[src/rtl/fetch_unit.sv]
// fetch_unit: instruction fetch stage that owns the PC, keeps one fetch outstanding and hands PC/instruction to decode.
// Optional build macro FETCH_MISALIGN_CHECK_EN: misaligned redirect/reset targets present a faulted NOP instead of fetching.
module fetch_unit #(
    parameter logic [31:0] RESET_PC = 32'h0000_0000
) (
    input  logic        clk,
    input  logic        rst_n,
    output logic        imem_req_valid,
    input  logic        imem_req_ready,
    output logic [31:0] imem_req_addr,
    input  logic        imem_rsp_valid,
    input  logic [31:0] imem_rsp_data,
    input  logic        redirect_valid,
    input  logic [31:0] redirect_pc,
    output logic        if_valid,
    input  logic        if_ready,
    output logic [31:0] if_pc,
    output logic [31:0] if_instr,
    output logic        if_fault
);
    localparam logic [31:0] FAULT_NOP = 32'h0000_0013;

    typedef enum logic [2:0] {BOOT, REQ, WAIT, DROP, OUT} state_t;

    state_t      state, state_nxt;
    logic [31:0] pc, pc_nxt;
    logic [31:0] instr_q, instr_nxt;
    logic        fault_q, fault_nxt;
    logic        enter_fault;
    logic [31:0] redirect_tgt;
    logic        redirect_bad;
    logic        pc_bad;

`ifdef FETCH_MISALIGN_CHECK_EN
    assign redirect_tgt = redirect_pc;
    assign redirect_bad = (redirect_pc[1:0] != 2'b00);
    assign pc_bad       = (pc[1:0] != 2'b00);
`else
    assign redirect_tgt = redirect_pc & 32'hFFFF_FFFC;
    assign redirect_bad = 1'b0;
    assign pc_bad       = 1'b0;
`endif

    // NOTE: non-blocking assignments here so every flop samples the pre-edge values of the others.
    always_ff @(posedge clk or negedge rst_n) begin
        if (!rst_n) begin
            state   <= BOOT;
            pc      <= RESET_PC;
            instr_q <= '0;
            fault_q <= 1'b0;
        end else begin
            state   <= state_nxt;
            pc      <= pc_nxt;
            instr_q <= instr_nxt;
            fault_q <= fault_nxt;
        end
    end

    // NOTE: every output of this block gets a default first, so no path can infer a latch.
    always_comb begin
        state_nxt      = state;
        pc_nxt         = pc;
        instr_nxt      = instr_q;
        fault_nxt      = fault_q;
        enter_fault    = 1'b0;
        imem_req_valid = 1'b0;
        imem_req_addr  = pc;

        case (state)
            BOOT: begin
                if (redirect_valid) pc_nxt = redirect_tgt;
                if (redirect_valid ? redirect_bad : pc_bad) enter_fault = 1'b1;
                else                                        state_nxt   = REQ;
            end
            REQ: begin
                if (redirect_valid) begin
                    imem_req_addr = redirect_tgt;
                    pc_nxt        = redirect_tgt;
                end
                if (redirect_valid && redirect_bad) begin
                    enter_fault = 1'b1;
                end else begin
                    imem_req_valid = 1'b1;
                    if (imem_req_ready) state_nxt = WAIT;
                end
            end
            WAIT: begin
                if (redirect_valid) begin
                    pc_nxt = redirect_tgt;
                    // A response arriving with the redirect is stale and simply not captured.
                    if (!imem_rsp_valid)   state_nxt   = DROP;
                    else if (redirect_bad) enter_fault = 1'b1;
                    else                   state_nxt   = REQ;
                end else if (imem_rsp_valid) begin
                    instr_nxt = imem_rsp_data;
                    fault_nxt = 1'b0;
                    state_nxt = OUT;
                end
            end
            DROP: begin
                if (redirect_valid) pc_nxt = redirect_tgt;
                if (imem_rsp_valid) begin
                    if (redirect_valid ? redirect_bad : pc_bad) enter_fault = 1'b1;
                    else                                        state_nxt   = REQ;
                end
            end
            OUT: begin
                if (redirect_valid) begin
                    pc_nxt    = redirect_tgt;
                    fault_nxt = 1'b0;
                    if (redirect_bad) enter_fault = 1'b1;
                    else              state_nxt   = REQ;
                end else if (if_ready) begin
                    pc_nxt    = pc + 32'd4;
                    fault_nxt = 1'b0;
                    state_nxt = REQ;
                end
            end
            default: state_nxt = BOOT;
        endcase

        if (enter_fault) begin
            state_nxt = OUT;
            instr_nxt = FAULT_NOP;
            fault_nxt = 1'b1;
        end
    end

    assign if_valid = (state == OUT);
    assign if_pc    = if_valid ? pc : 32'h0000_0000;
    assign if_instr = instr_q;
    assign if_fault = fault_q;
endmodule

[config.mk]
export PLATFORM = sky130hd
export DESIGN_NAME = fetch_unit
export DESIGN_NICKNAME = d
export VERILOG_FILES = /design/src/rtl/fetch_unit.sv
export SDC_FILE = /design/constraint.sdc
export NUM_CORES = 1
export LEC_CHECK = 0
export ABC_CLOCK_PERIOD_IN_PS = 4600
export BUFFER_PORTS_ARGS = -buffer_cell sky130_fd_sc_hd__buf_4
export CAP_MARGIN = 20
export CORE_MARGIN = 3
export CORE_UTILIZATION = 52
export DETAILED_ROUTE_END_ITERATION = 7
export PLACE_DENSITY = 0.83
export SLEW_MARGIN = 30
export SYNTH_ARGS = -nofsm -noshare
export SYNTH_HDL_FRONTEND = slang
export SYNTH_SLANG_ARGS = --single-unit
export TNS_END_PERCENT = 50
[constraint.sdc]
create_clock -name clk -period 4.6 [get_ports clk]
set_clock_uncertainty 0.15 [all_clocks]
set_input_delay 0.46 -clock clk [delete_from_list [all_inputs] [get_ports clk]]
set_output_delay 0.46 -clock clk [all_outputs]
set_load 0.03 [all_outputs]
==> results.py, run 1 <==
metrics = {
    "status": {
        "status": "completed",
    },
    "synth": {
        "avgSynthCellArea_um2": 9.89,
        "ys_ff_latch": 67,
        "syn_nets": 471,
        "synthCells": 400,
        "yosysTopAreaCellShare_pct": 42.4,
        "yosysTopAreaCell": "dfrtp_1",
        "synth.distinct_cells": 41,
        "yosysWarnings": 0,
        "ys_top_cells_by_area": "dfrtp_1, mux2_2, and2_1, o21ai_0, nand3_1",
        "synthesis.area_um2": 3960,
        "yosysSeqAreaShare_pct": 42.4,
    },
    "worst_setup_path": {
        "slowest_delay_ps": 730,
        "critPathArrivalTime_ps": 2840,
        "crit_path_start_kind": "register",
        "worstSetupPathType": "register to primary output",
        "crit_family": "simple AND/OR/NAND/NOR gates",
        "crit_fanout": 19,
        "cp-end-kind": "primary output",
        "crit_chain": "nor3b_1, and2_1, buf_4, mux2_2, buf_4",
        "crit_required_ps": 3990,
        "crit_buf_inv": 2,
        "cp_slowest_cell": "and2_1",
        "crit_top_cell": "buf_4",
    },
    "clock_network": {
        "cts_buffers": 9,
        "worst_skew_pair.late_latency_ps": 330,
        "cts_root_buf": "clkbuf_8",
        "cts_sinks": 67,
        "post_cts_buffers": 0,
        "hold_buffers": 0,
        "ctsResizeCount": 0,
        "clkSlewWorstSetupHoldPaths_ps": 70,
        "tritoncts": "yes",
        "clock_tree.htree_level_count": 3,
        "clock_path_buffers": 2,
    },
    "floorplan": {
        "initial_core_util_pct": 54.0,
        "fp.dieW_um": 93.2,
        "die_area_um2": 8690,
        "io_pins": 169,
        "die_y_um": 93.2,
        "core_area_um2": 7330,
        "rows": 31,
    },
    "route": {
        "drt_iter0_markers": 159,
        "route.detailed.drc": 0,
        "ant_nets": 0,
        "vias_per_cell": 5.75,
        "wl_per_cell_um": 16.8,
        "routed_wl_mm": 10.9,
        "vias": 3735,
        "firstDrtPassIters": 4,
    },
    "global_routing": {
        "gr-usage-met1_pct": 31.3,
        "grt_antenna_before_repair": 0,
        "grtUsageMet2_pct": 40.4,
        "grt_max_degree": 68,
        "grt_util_met3_pct": 10.2,
        "grt_remaining_overflow": 0,
        "grt-busiest-layer": "met2",
        "grt_pass1_wl_mm": 17.5,
        "grt_pass1_vias": 3664,
        "grt_use_total_pct": 25.2,
    },
    "placed_design": {
        "dpl-instance-area_um2": 5220,
        "dp_hpwl_mm": 7.87,
        "portBuffers": 165,
        "dp_worst_setup_slack_ps": 1480,
        "gp_congestion": 0.824,
    },
    "sta": {
        "hold_viol": 0,
        "layout_setup_ws_ps": 1150,
        "setup_viol": 0,
        "tightest_slew_ps": 864,
        "slew_viol_final": 0,
        "rsz0062_at_grt": "no",
        "relSlewSlack_pct": 42.4,
        "period_share_pct": 74.9,
        "setup-tns-final_ps": 0,
        "fin_crit_ps": 3450,
        "hold_ws_ps": 77.3,
        "fmax_ghz": 0.290,
    },
    "final_layout": {
        "final_common_cell": "buf_4",
        "final_nets": 617,
        "finalInstanceArea_um2": 5390,
        "n_antenna_cell": 0,
        "area.growth.synth_to_final_pct": 36.3,
        "layout-drive-gt1-share_pct": 45.6,
        "layout_common_cells": "buf_4, dfrtp_1, mux2_2",
        "postLayoutCoreUtil_pct": 73.5,
    },
    "power": {
        "p_leak_uw": 0.00258,
        "power.density_nw_per_um2": 502,
        "ir_drop_mv": 0.395,
    },
    "run": {
        "cap_violations": 0,
    },
    "hold_path": {
        "hold_path.class": "input pin to async pin",
    },
}
synth_stat cells (all sizes together):
cell type / number
o211ai: 3
a2bb2oi: 10
o311ai: 1
or3: 2
nor3b: 3
nand4: 13
a31oi: 6
nor2: 8
ha: 1
clkbuf: 25
a22o: 2
mux2i: 8
a32oi: 1
a21oi: 17
nand2: 17
nor3: 3
dfrtp: 67
nor2b: 3
o22ai: 9
nand3: 22
o31ai: 3
o311a: 1
a21o: 1
buf: 9
or4: 1
o21ai: 38
or4b: 1
conb: 1
and2: 36
mux2: 59
inv: 9
and4: 1
a31o: 1
nor4: 1
and3: 12
a41oi: 5
report_power, final:
part           switching (uW)  internal, uW
Combinational             774           572
Sequential                171           773
Clock                     223           193
Total                    1170          1540
registers in the layout (all words and copies together) (netlist names):
signal / flops
pc: 32
if_instr: 32
state: 3
kinds of logic (layout without fill, tap and decap cells):
kind of cell | Yosys count | in the layout | synth area share [%]
compound gates | 98 | 98 | 15.3
fa+ha+maj | 1 | 1 | 0.316
buf+inv | 43 | 194 | 4.75
flops | 67 | 67 | 42.4
mux | 67 | 67 | 18.8
other cells | 1 | 1 | 0.0948
simple gates | 123 | 123 | 18.3
cell type report:
class	count	area (um2)
Fill cell	543	1940
Timing Repair Buffer	169	1270
Sequential cell	67	1680
Inverter	9	33.8
Clock buffer	11	131
Tap cell	99	124
Multi-Input combinational cell	290	2130
Clock inverter	5	30.0
worst paths after layout:
| kind | from | endpoint | slack [ps] | cells past startpoint |
|---|---|---|---|---|
| worst min-delay path | rst_n | pc[13] | 80 | 1 |
| max in group asynchronous | rst_n | pc[26] | 3650 | 1 |
| worst max-delay path | state[0] | imem_req_addr[2] | 1150 | 5 |
| worst max register to register | state[1] | pc[27] | 1850 | 5 |
| min in group clk | if_ready | state[2] | 180 | 2 |
| worst min register to register | if_instr[25] | if_instr[25] | 360 | 1 |
stage by stage:
step / total power, uW / instances
2_1_floorplan: 1780 / 400
3_3_place_gp: 2250 / 634
3_5_place_dp: 2300 / 634
4_1_cts: 2720 / 650
5_1_grt: 2850 / 650
6_report: 2710 / 650
routing by layer:
metal	share of wire [%]	vias to the layer above
met1	42	1811
li1	-	1757
met2	47	154
met4	1.2	0
met5	0	-
met3	9.8	13
(Power assumes the default switching activity.)
==> run 2: changes to the inputs <==
--- a/config.mk
+++ b/config.mk
@@ -5,13 +5,13 @@
 export SDC_FILE = /design/constraint.sdc
 export NUM_CORES = 1
 export LEC_CHECK = 0
-export ABC_CLOCK_PERIOD_IN_PS = 4600
+export ABC_CLOCK_PERIOD_IN_PS = 2800
 export BUFFER_PORTS_ARGS = -buffer_cell sky130_fd_sc_hd__buf_4
 export CAP_MARGIN = 20
 export CORE_MARGIN = 3
-export CORE_UTILIZATION = 52
+export CORE_UTILIZATION = 44
 export DETAILED_ROUTE_END_ITERATION = 7
-export PLACE_DENSITY = 0.83
+export PLACE_DENSITY = 0.75
 export SLEW_MARGIN = 30
 export SYNTH_ARGS = -nofsm -noshare
 export SYNTH_HDL_FRONTEND = slang
==> constraint.sdc (replaced) <==
create_clock -name clk -period 2.8 [get_ports clk]
set_clock_uncertainty 0.15 [all_clocks]
set_input_delay 0.28 -clock clk [delete_from_list [all_inputs] [get_ports clk]]
set_output_delay 0.28 -clock clk [all_outputs]
set_load 0.03 [all_outputs]
==> run 2 against run 1 <==
Net effect:
- worst hold slack worse by 56 ps
- combinational power is 67% higher
- die area up 17%
- core utilization decreased by 7.7 points
- register-to-register slack worse by 1400 ps
- largest power group unchanged
- highest routed layer unchanged
==> results.py, run 2 (synthesis gave the netlist of run 1 again) <==
metrics = {
    "status": {
        "status": "completed",
    },
    "worst_setup_path": {
        "cp-end-kind": "primary output",
        "crit_path_start_kind": "register",
        "worstSetupPathType": "register to primary output",
        "crit_fanout": 36,
        "crit_required_ps": 2370,
        "critPathArrivalTime_ps": 2090,
    },
    "placed_design": {
        "portBuffers": 165,
        "gp_congestion": 0.830,
        "dp_hpwl_mm": 8.04,
        "dp_worst_setup_slack_ps": 425,
    },
    "clock_network": {
        "worst_skew_pair.late_latency_ps": 340,
        "cts_buffers": 9,
        "post_cts_buffers": 0,
        "tritoncts": "yes",
        "clock_tree.htree_level_count": 3,
        "cts_sinks": 67,
        "cts_root_buf": "clkbuf_8",
        "clkSlewWorstSetupHoldPaths_ps": 80,
        "clock_path_buffers": 2,
    },
    "power": {
        "p_leak_uw": 0.00268,
        "power.density_nw_per_um2": 870,
        "ir_drop_mv": 0.662,
        "switching_share_pct": 39.8,
        "switchingPower_uw": 1930,
        "p_int_uw": 2920,
        "p_seq_share_pct": 31.5,
        "power.share.combinational_pct": 46.5,
        "pwr-share-clk_pct": 22.0,
    },
    "route": {
        "wl_per_cell_um": 16.7,
        "vias_per_cell": 5.56,
        "route.detailed.drc": 0,
        "vias": 3694,
        "firstDrtPassIters": 4,
        "ant_nets": 0,
        "routed_wl_mm": 11.1,
        "drt_iter0_markers": 145,
    },
    "sta": {
        "rsz0062_at_grt": "no",
        "hold_viol": 0,
        "tightest_slew_ps": 874,
        "setup-tns-final_ps": 0,
        "layout_setup_ws_ps": 282,
        "setup_viol": 0,
        "hold_ws_ps": 20.9,
        "fmax_ghz": 0.397,
        "fin_crit_ps": 2520,
        "relSlewSlack_pct": 41.7,
        "period_share_pct": 89.9,
        "slew_viol_final": 0,
    },
    "final_layout": {
        "regArea_um2": 1680,
        "final_nets": 626,
        "n_antenna_cell": 0,
        "area.growth.synth_to_final_pct": 40.9,
        "fill_cells": 681,
        "layout_common_cells": "buf_4, dfrtp_1, mux2_2",
        "final_common_cell": "buf_4",
        "multi_input_area_um2": 2120,
        "layout-drive-gt1-share_pct": 46.3,
    },
    "hold_path": {
        "hold_path.class": "input pin to register",
    },
    "floorplan": {
        "core_area_um2": 8460,
        "die_y_um": 101,
        "fp.dieW_um": 101,
        "die_area_um2": 10200,
        "initial_core_util_pct": 46.7,
        "io_pins": 169,
        "rows": 33,
    },
    "global_routing": {
        "grt_max_degree": 68,
        "grt_use_total_pct": 21.6,
        "grt_antenna_before_repair": 0,
        "grt_pass1_wl_mm": 17.6,
        "grt_remaining_overflow": 0,
        "grt_pass1_vias": 3658,
    },
    "run": {
        "cap_violations": 0,
    },
}
==> run 2: final timing paths <==
kind,to,depth (start not counted),startpoint,slack [ps]
setup / recovery,imem_req_addr[11],5,state[0],280
hold / removal,if_instr[3],2,imem_rsp_data[3],20
setup reg to reg,pc[30],5,state[0],410
hold reg to reg,if_instr[2],1,if_instr[2],360
max in group asynchronous,if_instr[9],2,rst_n,1460
min in group asynchronous,pc[12],2,rst_n,450
==> run 2: layout make-up <==
type / count / area share (%)
Sequential cell: 67 / 30.1
Multi-Input combinational cell: 290 / 38.0
Clock inverter: 6 / 2.47
Inverter: 9 / 0.606
Tap cell: 105 / 2.36
Clock buffer: 9 / 2.22
Timing Repair Buffer: 178 / 24.3
==> run 2: timing repair <==
action,CTS,global route
endpoints found under the hold margin,67,1
hold buffers,1,1
gates resized for setup,0,0
==> run 2: critical path, stage by stage (launching register included) <==
cell	delay [ps]
dfrtp_1	530
nor3b_2	260
and2_1	200
buf_12	220
mux2_2	360
buf_4	170
==> run 2: metal layers <==
metal / share of wire [%] / up-vias / global-route usage, %
met5: 0 / - / 0
met4: 0.72 / 0 / 5.39
met3: 9.6 / 8 / 8.24
met2: 49 / 131 / 36.6
met1: 40 / 1782 / 26.0
li1: - / 1773 / -
==> run 2: power by group through the flow <==
stage,Combinational (uW),Clock (uW),Sequential [uW]
2_1_floorplan,1020,0,1900
3_3_place_gp,2230,0,1510
3_5_place_dp,2270,0,1540
4_1_cts,2280,1090,1520
5_1_grt,2390,1130,1580
6_report,2250,1070,1530
==> run 2: metrics by stage <==
step / total power, uW / util (%) / std cells / instance area [um2]
4_1_cts: 4890 / 65.7 / 663 / 5560
3_5_place_dp: 3810 / 62.5 / 647 / 5290
3_3_place_gp: 3740 / 62.5 / 647 / 5290
6_report: 4850 / 65.9 / 664 / 5570
5_1_grt: 5100 / 65.9 / 664 / 5570
2_1_floorplan: 2930 / - / 400 / 3960
